`config.mk`:
```
export PLATFORM = sky130hd
export DESIGN_NAME = cpu_trace_buffer
export DESIGN_NICKNAME = d
export VERILOG_FILES = /design/src/rtl/cpu_trace_buffer.sv
export SDC_FILE = /design/constraint.sdc
export NUM_CORES = 1
export LEC_CHECK = 0
export BUFFER_PORTS_ARGS = -buffer_cell sky130_fd_sc_hd__buf_4
export CORE_UTILIZATION = 40
export CTS_BUF_LIST = sky130_fd_sc_hd__clkbuf_8
export DETAILED_ROUTE_END_ITERATION = 8
export GPL_ROUTABILITY_DRIVEN = 1
export GPL_TIMING_DRIVEN = 0
export MAX_ROUTING_LAYER = met4
export PLACE_DENSITY = 0.6
export RECOVER_POWER = 50
export SYNTH_ARGS = -nofsm -noshare
export SYNTH_HDL_FRONTEND = slang
export SYNTH_SLANG_ARGS = --single-unit
```
`constraint.sdc`:
```
create_clock -name clk -period 4 [get_ports clk]
set_input_delay 0.4 -clock clk [delete_from_list [all_inputs] [get_ports clk]]
set_output_delay 0.4 -clock clk [all_outputs]
set_load 0.03 [all_outputs]
```
`src/rtl/cpu_trace_buffer.sv`:
```
// cpu_trace_buffer: on-chip instruction trace capture.
// Records {pc, instruction} on each cap_en strobe into a circular buffer.
// Capture runs free, or stops a programmable number of samples after a
// PC-match or external trigger. Once stopped (DONE), a host drains the
// trace oldest-first with rd_req and receives a one-cycle rd_valid per entry.
module cpu_trace_buffer #(
  parameter int DATA_W = 32,
  parameter int DEPTH  = 16,
  parameter int CNT_W  = $clog2(DEPTH) + 1
) (
  input  logic              clk,
  input  logic              rst,
  input  logic              cap_en,
  input  logic [DATA_W-1:0] pc,
  input  logic [DATA_W-1:0] instruction,
  input  logic              arm,
  input  logic [1:0]        mode,
  input  logic [DATA_W-1:0] trig_pc,
  input  logic              trig_in,
  input  logic [CNT_W-1:0]  post_count,
  input  logic              rd_req,
  output logic              rd_valid,
  output logic [DATA_W-1:0] rd_pc,
  output logic [DATA_W-1:0] rd_instr,
  output logic [CNT_W-1:0]  count,
  output logic [1:0]        state,
  output logic              triggered
);

  localparam int PTR_W = $clog2(DEPTH);

  typedef enum logic [1:0] {
    S_IDLE  = 2'd0,
    S_ARMED = 2'd1,
    S_POST  = 2'd2,
    S_DONE  = 2'd3
  } state_t;

  // Trace storage; never reset, only entries counted by count_q are meaningful.
  logic [2*DATA_W-1:0] mem [DEPTH];

  state_t              state_q, state_d;
  logic [PTR_W-1:0]    wr_ptr_q, wr_ptr_d;
  logic [CNT_W-1:0]    count_q, count_d;
  logic [CNT_W-1:0]    remaining_q, remaining_d;
  logic                triggered_q, triggered_d;
  logic [1:0]          mode_q, mode_d;
  logic [DATA_W-1:0]   trig_pc_q, trig_pc_d;
  logic [CNT_W-1:0]    post_cnt_q, post_cnt_d;
  logic                rd_valid_q, rd_valid_d;
  logic [DATA_W-1:0]   rd_pc_q, rd_pc_d;
  logic [DATA_W-1:0]   rd_instr_q, rd_instr_d;

  logic                wr_en;
  logic [PTR_W-1:0]    rd_ptr;
  logic [CNT_W-1:0]    count_inc;
  logic                trig_hit;

  // Next-state, capture and readout control; arm overrides everything.
  always_comb begin
    state_d     = state_q;
    wr_ptr_d    = wr_ptr_q;
    count_d     = count_q;
    remaining_d = remaining_q;
    triggered_d = triggered_q;
    mode_d      = mode_q;
    trig_pc_d   = trig_pc_q;
    post_cnt_d  = post_cnt_q;
    rd_valid_d  = 1'b0;
    rd_pc_d     = rd_pc_q;
    rd_instr_d  = rd_instr_q;
    wr_en       = 1'b0;

    // Oldest entry: wr_ptr minus the number held. Reading decrements count,
    // which moves this pointer forward without a separate register.
    rd_ptr    = wr_ptr_q - count_q[PTR_W-1:0];
    count_inc = (count_q == CNT_W'(DEPTH)) ? count_q : count_q + 1'b1;
    // Mode 3 deliberately matches neither term, so it behaves as free-run.
    trig_hit  = ((mode_q == 2'd1) && (pc == trig_pc_q)) ||
                ((mode_q == 2'd2) && trig_in);

    if (arm) begin
      state_d     = S_ARMED;
      wr_ptr_d    = '0;
      count_d     = '0;
      remaining_d = '0;
      triggered_d = 1'b0;
      mode_d      = mode;
      trig_pc_d   = trig_pc;
      post_cnt_d  = post_count;
    end else begin
      case (state_q)
        S_ARMED: begin
          if (cap_en) begin
            wr_en    = 1'b1;
            wr_ptr_d = wr_ptr_q + 1'b1;
            count_d  = count_inc;
            if (trig_hit) begin
              triggered_d = 1'b1;
              if (post_cnt_q == '0) begin
                state_d = S_DONE;
              end else begin
                state_d     = S_POST;
                remaining_d = post_cnt_q;
              end
            end
          end
        end
        S_POST: begin
          if (cap_en) begin
            wr_en       = 1'b1;
            wr_ptr_d    = wr_ptr_q + 1'b1;
            count_d     = count_inc;
            remaining_d = remaining_q - 1'b1;
            if (remaining_q == CNT_W'(1)) begin
              state_d = S_DONE;
            end
          end
        end
        S_DONE: begin
          if (rd_req && (count_q != '0)) begin
            rd_valid_d = 1'b1;
            count_d    = count_q - 1'b1;
            {rd_pc_d, rd_instr_d} = mem[rd_ptr];
          end
        end
        default: begin
          // IDLE: hold everything until armed.
        end
      endcase
    end
  end

  // Control and output registers with asynchronous reset.
  always_ff @(posedge clk or posedge rst) begin
    if (rst) begin
      state_q     <= S_IDLE;
      wr_ptr_q    <= '0;
      count_q     <= '0;
      remaining_q <= '0;
      triggered_q <= 1'b0;
      mode_q      <= 2'd0;
      trig_pc_q   <= '0;
      post_cnt_q  <= '0;
      rd_valid_q  <= 1'b0;
      rd_pc_q     <= '0;
      rd_instr_q  <= '0;
    end else begin
      state_q     <= state_d;
      wr_ptr_q    <= wr_ptr_d;
      count_q     <= count_d;
      remaining_q <= remaining_d;
      triggered_q <= triggered_d;
      mode_q      <= mode_d;
      trig_pc_q   <= trig_pc_d;
      post_cnt_q  <= post_cnt_d;
      rd_valid_q  <= rd_valid_d;
      rd_pc_q     <= rd_pc_d;
      rd_instr_q  <= rd_instr_d;
    end
  end

  // Trace memory write port.
  always_ff @(posedge clk) begin
    if (wr_en) begin
      mem[wr_ptr_q] <= {pc, instruction};
    end
  end

  assign rd_valid  = rd_valid_q;
  assign rd_pc     = rd_pc_q;
  assign rd_instr  = rd_instr_q;
  assign count     = count_q;
  assign state     = state_q;
  assign triggered = triggered_q;

endmodule

```
* Word level (Yosys, flattened, before mapping)
Memories as Yosys holds them, arrays and structs flattened. A register that Yosys moved wholly into a read port is not among the register bits.
Index checks and enable logic that the tools add are counted.
W data, S select, Z words.
** Storage, ports and cells
- Output and inout port bits :: 73
- Register bits :: 57
- Memories :: 1
- Bits of input ports :: 109
- Memory bits (writable) :: 1024
- Word-level logic and storage cells :: 84
** Cells by class
- Muxes and demuxes :: 33
- $add $sub $neg :: 5
- Equality and inequality tests :: 16
- Reduce and logical (&&, ||, !) cells :: 19
- Bitwise operators :: 1
** Memories
- mem :: words 16, width 64, rd ports 1, clocked after Yosys merged registers in 1, write ports 1, RTL line 40 : logic [2*DATA_W-1:0] mem [DEPTH];
** Operators with widths (number)
- $mux W5 :: 9
- $eq A32 B32 Y1 :: 1
- $ne A3 B3 Y1 const B :: 7
- $pmux W5 S2 :: 2
- $mux W1 :: 13
- $mux W4 :: 3
- $mux W2 :: 5
- $reduce_and A5 Y1 :: 2
- $sub A5 B1 Y5 const B :: 2
- $reduce_bool A2 Y1 :: 4
- $eq A2 B2 Y1 const B :: 3
- $reduce_and A3 Y1 :: 2
- $reduce_bool A3 Y1 :: 2
- $add A5 B1 Y5 const B :: 1
- $eq A5 B1 Y1 const B :: 1
- $eq A5 B5 Y1 const B :: 1
- $logic_not A5 Y1 :: 1
- $reduce_bool A5 Y1 :: 1
- $add A4 B1 Y4 const B :: 1
- $eq A2 B1 Y1 const B :: 2
- $pmux W2 S2 :: 1
- $reduce_and A4 Y1 :: 1
- $sub A4 B4 Y4 :: 1
- $logic_and A1 B1 Y1 :: 3
- 5 further kinds :: 5

* Logic depth before layout (Yosys ltp)
Gate-level depths: netlist of run 1.
- Word-level depth :: 7
- Gate-level depth with buffers :: 10
- Depth with buffers taken out :: 8

* Worst setup path after synthesis of run 1
No wires, ideal clock.
- Path type :: register to register
- Start point :: register state_q[0], in the netlist state[0]
- End point :: memory mem[8][0] (netlist name) (enable)
- Buffers on the path :: 0
- Setup time :: 429 ps
- Period minus slack after synthesis :: 3560 ps
- Cell stages (with the launch flop) :: 6
- Arrival :: 3131 ps
- Slack :: 440 ps
- Cells stage by stage :: dfrtp_1 inv_1 ha_1 nand2b_1 nor4b_1 and2_1
** Between the ends
- Longest elaborated chain between the ends :: 6
- Elaborated cells on any way between the ends :: 7
- Classes of those cells :: 2 x eq/ne; 4 x mux; 1 x reduce/logical
** RTL lines
- start: declaration :: RTL line 42 : state_t state_q, state_d;
- start signal: assignment :: RTL line 149 : state_q <= state_d;
- $eq A2 B2 Y1 / $eq A2 B1 Y1 (equally long branches) :: RTL line 92 : case (state_q)
- $reduce_or A2 Y1 (no line) (*)
- $mux W1 (*)
- $mux W1 (*) :: RTL line 82 : if (arm) begin
- $mux W1 (*) :: RTL line 165 : if (wr_en) begin
- $mux W1 (implied by the code) (*) :: RTL line 166 : mem[wr_ptr_q] <= {pc, instruction};
- end: declaration :: RTL line 40
Mark *: on every way between the ends. The rest lies on a longest branch, timed or not.

* Final worst setup path of run 1
- Start point :: register count_q[0], in the netlist count[0]
- End point :: register rd_instr_q[23], in the netlist rd_instr[23]
** Between the ends
- Longest elaborated chain between the ends :: 3
- Elaborated cells on any way between the ends :: 4
- Classes of those cells :: 1 x add/sub; 3 x reduce/logical
** RTL lines
- start: declaration :: RTL line 44 : logic [CNT_W-1:0] count_q, count_d;
- start signal: assignment :: RTL line 151 : count_q <= count_d;
- parallel branches: the longest is 3 deep, another holds $sub A4 B4 Y4
- end signal: assignment :: RTL line 159 : rd_instr_q <= rd_instr_d;
- end: declaration :: RTL line 52 : logic [DATA_W-1:0] rd_instr_q, rd_instr_d;
Parallel ways; which one is timed is not known.
A chain may end at the register's enable or synchronous reset.

==> results summary, run 1 <==
The number of input and output port buffers inserted is 180. The net count of the finished layout is 2826. The tree is rooted in a sky130_fd_sc_hd__clkbuf_8. The final cell count without fillers is 4347. The count of flip-flops with a built-in enable after synthesis came out at 1024.

Leaving out fill and tap cells, the most frequent cell in the layout is sky130_fd_sc_hd__edfxtp_1. The required time reported for the critical path endpoint is 4.68 ns. The starting density of the core is 40.41%. STA classifies the critical path endpoint as a flip-flop. The worst min-delay path category is in -> reg.

The number of vias per cell is 5.369. The number of cells traversed by the worst hold path is 4. The die outline area is 113400 um2. The maximum operating frequency is 262.9 MHz. The share of total power in combinational logic came out at 31.0%. The detail route stage leaves a number of antenna-violating nets equal to 0.

The share of the clock period used by the worst path after layout came out at 95.09%. The largest fanout of any net on the critical path is 10. The post-route netlist has 27.93% of its cells at a drive strength greater than 1. For this run, the leading register cell type out of synthesis is sky130_fd_sc_hd__edfxtp_1.

After synthesis, the mean cell area works out to 20.22 um2. The largest clock skew in the final design came out at 0.02724 ns. TritonCTS built the clock tree. The shortest clock period the worst path allows after layout came out at 3.804 ns. 182 I/O pins were placed.

The cell depth of the worst flop-to-flop path came out at 7. The iteration-0 DRC count of the detailed router came out at 2078. Entering global routing, the biggest net connects 68 pins. The total nets after synthesis came out at 2344. The number of global-route vias before repair is 25100. The number of flip-flops and latches in the synthesized netlist is 1145. Compared with the post-synthesis result, the final layout area differs by 17.60%.

The arrival time at the worst endpoint came out at 4.48 ns. Headroom to the max-slew limit came out at -64.81%. The total half-perimeter wirelength after legalization and detailed placement came out at 70630 um. The flow ran to the end, but the final reports show violations. The row count is 122.

The aggregate global routing overflow came out at 0. Setup violations remaining at the end of the flow were counted as 0. In the layout the commonest cells are sky130_fd_sc_hd__edfxtp_1, sky130_fd_sc_hd__mux4_2, sky130_fd_sc_hd__nand2_1.

Routability-driven placement finished with a final weighted congestion of 0.8059. The synthesized instance count is 2218. The clock share of power is 27.6%. STA classifies the critical path startpoint as a flip-flop. Clock-pin slew was measured on the worst setup and hold paths at 0.07 ns. Power spread over the standard cell area amounts to 636.4 nW/um2.

The yosys synthesis warning count came out at 0. For this design the static power due to leakage is 0.01795 uW. The clock net in this run drives a total of 1145 sinks. The number of H-tree levels came out at 4. The routed via count came out at 23340. The share of total power dissipated in sequential elements is 41.4%.

The number of design rule violations left after detail routing is 0. The filler cells instantiated in the layout total 9364. The total placed cells including tap cells came out at 3903. The cell area after technology mapping is 44840 um2. The clock passes through at most 3 buffers.

Setup repair after global routing left no endpoint under its margin. The register area share after synthesis is 75.33%. For this design the total switching power over the nets is 11040 uW.

The average detailed-routed wire length per instance is 26.04 um. Gates resized during post-CTS repair numbered 0. The share of flip-flops with an asynchronous set or reset after synthesis is 10.57%. The final design utilization is 47.52%. At the pin with the least slew margin, the transition time is 2.459 ns. The final hold violation count is 0.

The wire length of the first global-routing pass is 165700 um. The number of maximum-capacitance violations came out at 1. The insertion delay of the later-clocked pin in the worst-skew pair is 0.84 ns.

The internal power consumption came out at 22520 uW. The number of pins with negative max-slew slack in the final report came to 56. The number of antenna violations at the first check in global routing came out at 6.

The floorplan core area is 111000 um2. The final reports fail on capacitance limit, slew limit. The area taken by flip-flops and latches came out at 33780 um2. The overall track demand over capacity in global routing is 20.93%. The critical path is of the reg -> reg type. The TritonCTS buffer count is 177. Across the VDD grid, the largest voltage drop is 0.2952 mV. The total wire length is 113200 um.

The first-pass iteration count of the detailed router came out at 5. The die boundary height came out at 336.8 um. The count of distinct cell types in the synthesized netlist came out at 50. Measured along the x axis, the die boundary spans 336.8 um.

In the final layout, the multi-input gates occupy 10370 um2. The switching part of the total is 32.88%.
-- Yosys cell counts (11+ instances only) --
master,instances,area (um2)
sky130_fd_sc_hd__edfxtp_1,1024,30750
sky130_fd_sc_hd__mux4_2,256,5766
sky130_fd_sc_hd__nand2_1,210,788.3
sky130_fd_sc_hd__dfrtp_1,121,3028
sky130_fd_sc_hd__and2_1,80,500.5
sky130_fd_sc_hd__o31ai_1,67,503.0
sky130_fd_sc_hd__and3_1,66,412.9
sky130_fd_sc_hd__buf_2,49,245.2
sky130_fd_sc_hd__a211oi_2,48,600.6
sky130_fd_sc_hd__mux2_2,38,427.9
sky130_fd_sc_hd__xnor2_1,37,324.1
sky130_fd_sc_hd__clkbuf_1,32,120.1
sky130_fd_sc_hd__a211oi_1,19,142.6
sky130_fd_sc_hd__inv_1,17,63.81
sky130_fd_sc_hd__buf_4,15,112.6
sky130_fd_sc_hd__ha_1,15,187.7
sky130_fd_sc_hd__nand4_1,15,93.84
sky130_fd_sc_hd__nor2_1,14,52.55
sky130_fd_sc_hd__buf_6,13,146.4
sky130_fd_sc_hd__buf_1,12,45.04
sky130_fd_sc_hd__a21oi_1,11,55.05
-- sequential cells by signal, indices dropped and copies added, names as in the netlist, 4 cells and up --
name	count
wr_ptr_q	4
rd_pc	32
post_cnt_q	5
mem	1024
trig_pc_q	32
count	5
rd_instr	32
remaining_q	5
-- layer usage --
metal	up-vias	part of all wire (%)	track usage [%]
li1	9986	-	-
met1	12340	41	27.24
met2	863	50	34.24
met3	154	6.5	3.589
met4	0	1.7	5.184
met5	-	0	-
-- stage by stage --
step	total power (uW)	cell area [um2]	setup WS [ns]	hold slack (ns)	setup TNS (ns)
final	33560	52730	0.1964	0.08282	0
after floorplan	20920	44840	0.3858	0.4944	0
after detailed placement	24660	48550	0.2582	0.4693	0
after CTS	33970	52980	0.2332	0.02730	0
after global routing	35020	52730	0.1181	0.1013	0
after global placement	24510	48050	-2.285	0.4723	-1544.36
-- cell type report --
cell class | count | area share (%)
Sequential cell | 1145 | 64.06
Multi-Input combinational cell | 935 | 19.66
Clock buffer | 197 | 5.142
Timing Repair Buffer | 303 | 4.940
Tap cell | 1488 | 3.531
Buffer | 121 | 1.269
Clock inverter | 136 | 1.253
Inverter | 17 | 0.1234
Antenna cell | 5 | 0.02373
-- critical path, stage by stage (launching register included) --
cell and delay, ns:
sky130_fd_sc_hd__dfrtp_1 0.49, sky130_fd_sc_hd__ha_1 0.29, sky130_fd_sc_hd__fa_1 0.65, sky130_fd_sc_hd__buf_2 0.51, sky130_fd_sc_hd__clkbuf_1 0.82, sky130_fd_sc_hd__mux4_2 0.43, sky130_fd_sc_hd__a211oi_2 0.34, sky130_fd_sc_hd__o31ai_1 0.12
-- logic make-up (layout without fill, tap and decap cells) --
kind of cell / after synthesis / in the layout / share of synthesized area [%]
flip-flops: 1145 / 1145 / 75.33
AO/OA/AOI/OAI: 168 / 168 / 3.326
multiplexers: 295 / 295 / 13.83
buffers and inverters: 138 / 774 / 1.635
AND/OR/NAND/NOR: 413 / 413 / 4.546
other: 0 / 5 / 0
XOR/XNOR: 42 / 42 / 0.8204
adder cells (fa/ha/maj): 17 / 17 / 0.5079
-- power groups by stage --
stage          clock (uW)  combinational [uW]  sequential, uW
6_report             9270               10400           13900
3_3_place_gp            0               10400           14100
3_5_place_dp            0               10500           14100
4_1_cts              9450               10600           13900
2_1_floorplan           0                6340           14600
5_1_grt              9950               11100           13900
-- final timing paths --
path,start,to,slack [ns]
max,count[0],rd_instr[23],0.20
min,trig_in,remaining_q[0],0.08
max reg2reg,count[0],rd_instr[23],0.20
min reg2reg,rd_instr[17],rd_instr[17],0.48
max in group asynchronous,rst,rd_instr[24],0.79
min in group asynchronous,rst,trig_pc_q[11],0.83
-- timing repair --
item,CTS,global route
hold endpoints to repair,1123,0
setup buffers,0,0
hold buffers,106,0
Note: power is estimated with default switching activity, not from simulation.
==> run 2, diff against run 1 <==
--- a/config.mk
+++ b/config.mk
@@ -5,7 +5,7 @@
 export SDC_FILE = /design/constraint.sdc
 export NUM_CORES = 1
 export LEC_CHECK = 0
-export BUFFER_PORTS_ARGS = -buffer_cell sky130_fd_sc_hd__buf_4
+export BUFFER_PORTS_ARGS = -buffer_cell sky130_fd_sc_hd__buf_2
 export CORE_UTILIZATION = 40
 export CTS_BUF_LIST = sky130_fd_sc_hd__clkbuf_8
 export DETAILED_ROUTE_END_ITERATION = 8
==> run 2 against run 1 <==
Net effect:
- critical path type unchanged
- non-clock buffer count is the same
- the run still ends with capacitance limit, slew limit left
- clock skew up 0.015 ns
- critical path depth unchanged
- final cell count is essentially flat
- highest routed layer unchanged
- routed wire length fell by 0.33%
- sequential cell count unchanged
- critical endpoint is now rd_pc[12]
- first-iteration DRC count rose by 0.48%
- largest power group unchanged
- global-route usage down 0.13 points
- largest cell class unchanged
==> results summary, run 2 (synthesis results as in run 1) <==
The largest net degree at the start of global routing is 68. The wire-length estimate of the detail-placed layout is 70450 um. The startpoint of the lowest-slack register-to-register path is count[0]. The total wire length is 112800 um.

The row count is 122. The measured slew at the worst slew-check pin is 2.457 ns. The die boundary height is 336.8 um. Summing all flip-flop and latch instances after layout gives 33780 um2. The cell depth of the worst flop-to-flop path came out at 7. Setup repair after global routing left no endpoint under its margin. The overall power consumption came out at 33210 uW. The flip-flop count of the largest register, all copies and words added is 1024.

The endpoint identified for the worst register-to-register timing path is rd_pc[12]. CTS placed an instance of sky130_fd_sc_hd__clkbuf_8 at the clock tree root. The number of H-tree levels came out at 4. Cell internal power was estimated by the tool at 22220 uW. The net count of the finished layout is 2827. The number of maximum-capacitance violations is 1. The detailed router placed 23530 vias in this run. The clock transition time at the flip-flop clock pins of the worst setup and hold paths came out at 0.07 ns. Dividing the final minimum period by the clock period gives 97.21%. The setup slack of the worst register-to-register path came out at 0.11 ns. Global routing used 20.80% of the available tracks across all layers.

Clock tree synthesis inserted a total of 178 buffers. The die outline area came out at 113400 um2. The layout has 9426 filler cells. In this run the most critical hold path is launched from trig_in.

CTS saw 1145 sinks. The share of final-layout standard cells stronger than drive strength 1 came out at 27.70%. The number of antenna violations at the first check in global routing is 8.

The number of vias per cell came out at 5.414. The largest fanout of any net on the critical path came out at 10. The switching part of the total came out at 33.09%. The number of pins with negative max-slew slack in the final report came out at 56.

The placement-stage cell area is 48110 um2. Leaving out fill and tap cells, the most frequent cell in the layout is sky130_fd_sc_hd__edfxtp_1. The largest clock skew in the final design is 0.04218 ns. The aggregate global routing overflow came out at 0. The final weighted congestion of routability-driven global placement came out at 0.8127. The critical path class is reg -> reg. The average detailed-routed wire length per instance is 25.96 um. The largest voltage drop on the vdd net is 0.2926 mV.

The wire length of the first global-routing pass came out at 164800 um. The required time reported for the critical path endpoint came out at 4.68 ns. The leakage power came out at 0.01794 uW. In this run, the clock network consumes 27.3% of the power. The power per standard cell area came out at 634.0 nW/um2.

The total area inside the core boundary comes to 111000 um2. After routing the design area is 52390 um2. The switching power came out at 10990 uW. The first-pass iteration count of the detailed router is 5. The share of total power in combinational logic came out at 31.0%.

The register with the most flip-flops in the final layout is mem. The number of placed I/O pins is 182. The final reports fail on capacitance limit, slew limit. The maximum operating frequency came out at 257.2 MHz. In this run the worst hold path is classified as in -> reg. The path with the worst hold slack has its endpoint at state[0]. The number of input and output port buffers inserted came out at 180. The final count of negative-setup-slack endpoints came out at 0. The number of antenna-violating nets in the routed design is 0. Summing all multi-input logic gate instances after layout gives 10370 um2. The number of design rule violations left after detail routing is 0.

Subtracting the final worst setup slack from the clock period gives 3.888 ns. The width of the chip is 336.8 um. The top cell types in the final layout, fill and taps aside, are sky130_fd_sc_hd__edfxtp_1, sky130_fd_sc_hd__mux4_2, sky130_fd_sc_hd__nand2_1. TritonCTS built the clock tree. The final design utilization is 47.21%. The arrival time at the worst endpoint is 4.57 ns.

The worst hold path passes through 4 cells. The iteration-0 DRC count of the detailed router came out at 2088. For this configuration, the core starts out at a cell density of 40.41%. The maximum clock path buffer count is 3.

The kind of capture point of the worst setup path is a flip-flop. The number of global-route vias before repair is 25290. The insertion delay of the later-clocked pin in the worst-skew pair is 0.84 ns. STA classifies the critical path startpoint as a flip-flop.

The final hold violation count was 0. The area growth from synthesis to layout came out at 16.84%. The headroom to the max-slew limit is -64.72%. The fraction of power consumed by sequential logic is 41.7%. The flow ran to the end, but the final reports show violations.
[run 2: cell types whose count changed in the layout (fill, tap and decap cells not counted), moves of 2 or more]
cell	before	now
sky130_fd_sc_hd__buf_12	2	0
sky130_fd_sc_hd__buf_16	14	16
sky130_fd_sc_hd__buf_2	49	165
sky130_fd_sc_hd__buf_4	130	15
sky130_fd_sc_hd__clkbuf_1	101	99
sky130_fd_sc_hd__clkbuf_2	0	2
sky130_fd_sc_hd__clkbuf_8	197	195
sky130_fd_sc_hd__clkinv_1	44	32
sky130_fd_sc_hd__clkinv_2	11	7
sky130_fd_sc_hd__clkinvlp_4	8	3
sky130_fd_sc_hd__diode_2	5	10
sky130_fd_sc_hd__inv_1	82	98
sky130_fd_sc_hd__inv_6	1	3
[run 2: worst max-delay path by stage]
| stage | from | to | slack [ns] |
|---|---|---|---|
| floorplan | rst | count[0] | 0.39 |
| global placement | rst | rd_instr[13] | -2.21 |
| detailed placement | count[0] | rd_instr[31] | 0.07 |
| CTS | count[0] | rd_instr[31] | 0.02 |
| global route | count[0] | rd_pc[12] | 0.06 |
| finish | count[0] | rd_pc[12] | 0.11 |
[run 2: repair_timing]
action,4_1_cts,5_1_grt
gates resized for setup,0,3
hold buffers,106,0
buffers inserted,0,0
setup endpoints to repair,0,1
endpoints found under the hold margin,1110,0
[run 2: layout make-up]
type,instances,share of cell area (%)
Timing Repair Buffer,303,4.447
Clock inverter,132,1.156
Inverter,17,0.1242
Multi-Input combinational cell,935,19.79
Buffer,121,1.283
Clock buffer,195,5.123
Sequential cell,1145,64.47
Antenna cell,10,0.04777
Tap cell,1488,3.554
[run 2: through the flow]
stage	hold WS [ns]	setup TNS, ns	worst slack (ns)	cells
floorplan	0.4944	0	0.3858	2218
global placement	0.4658	-1520.27	-2.209	3886
detailed placement	0.4649	0	0.06795	3903
CTS	0.05356	0	0.01965	4336
global route	0.1241	0	0.06319	4343
finish	0.1051	0	0.1116	4346
[run 2: routing by layer]
metal / wire length (um) / GRT usage, % / up-vias
met5: 0 / - / -
met4: 2233 / 5.899 / 0
met3: 7904 / 3.842 / 167
met2: 55950 / 33.78 / 908
met1: 46750 / 26.81 / 12460
li1: - / - / 9992
[run 2: critical path: stages, from the launching register on]
cell                       delay, ns
sky130_fd_sc_hd__dfrtp_1        0.51
sky130_fd_sc_hd__ha_1           0.29
sky130_fd_sc_hd__fa_1           0.66
sky130_fd_sc_hd__clkbuf_1       0.87
sky130_fd_sc_hd__buf_2          0.45
sky130_fd_sc_hd__mux4_2         0.36
sky130_fd_sc_hd__a211oi_1       0.45
sky130_fd_sc_hd__o31ai_1        0.13
[run 2: power groups by stage]
stage | clock, uW | combinational (uW) | sequential (uW)
floorplan | 0 | 6340 | 14600
global placement | 0 | 10200 | 14100
detailed placement | 0 | 10400 | 14100
CTS | 9260 | 10500 | 13800
global route | 9770 | 11000 | 13900
finish | 9060 | 10300 | 13900
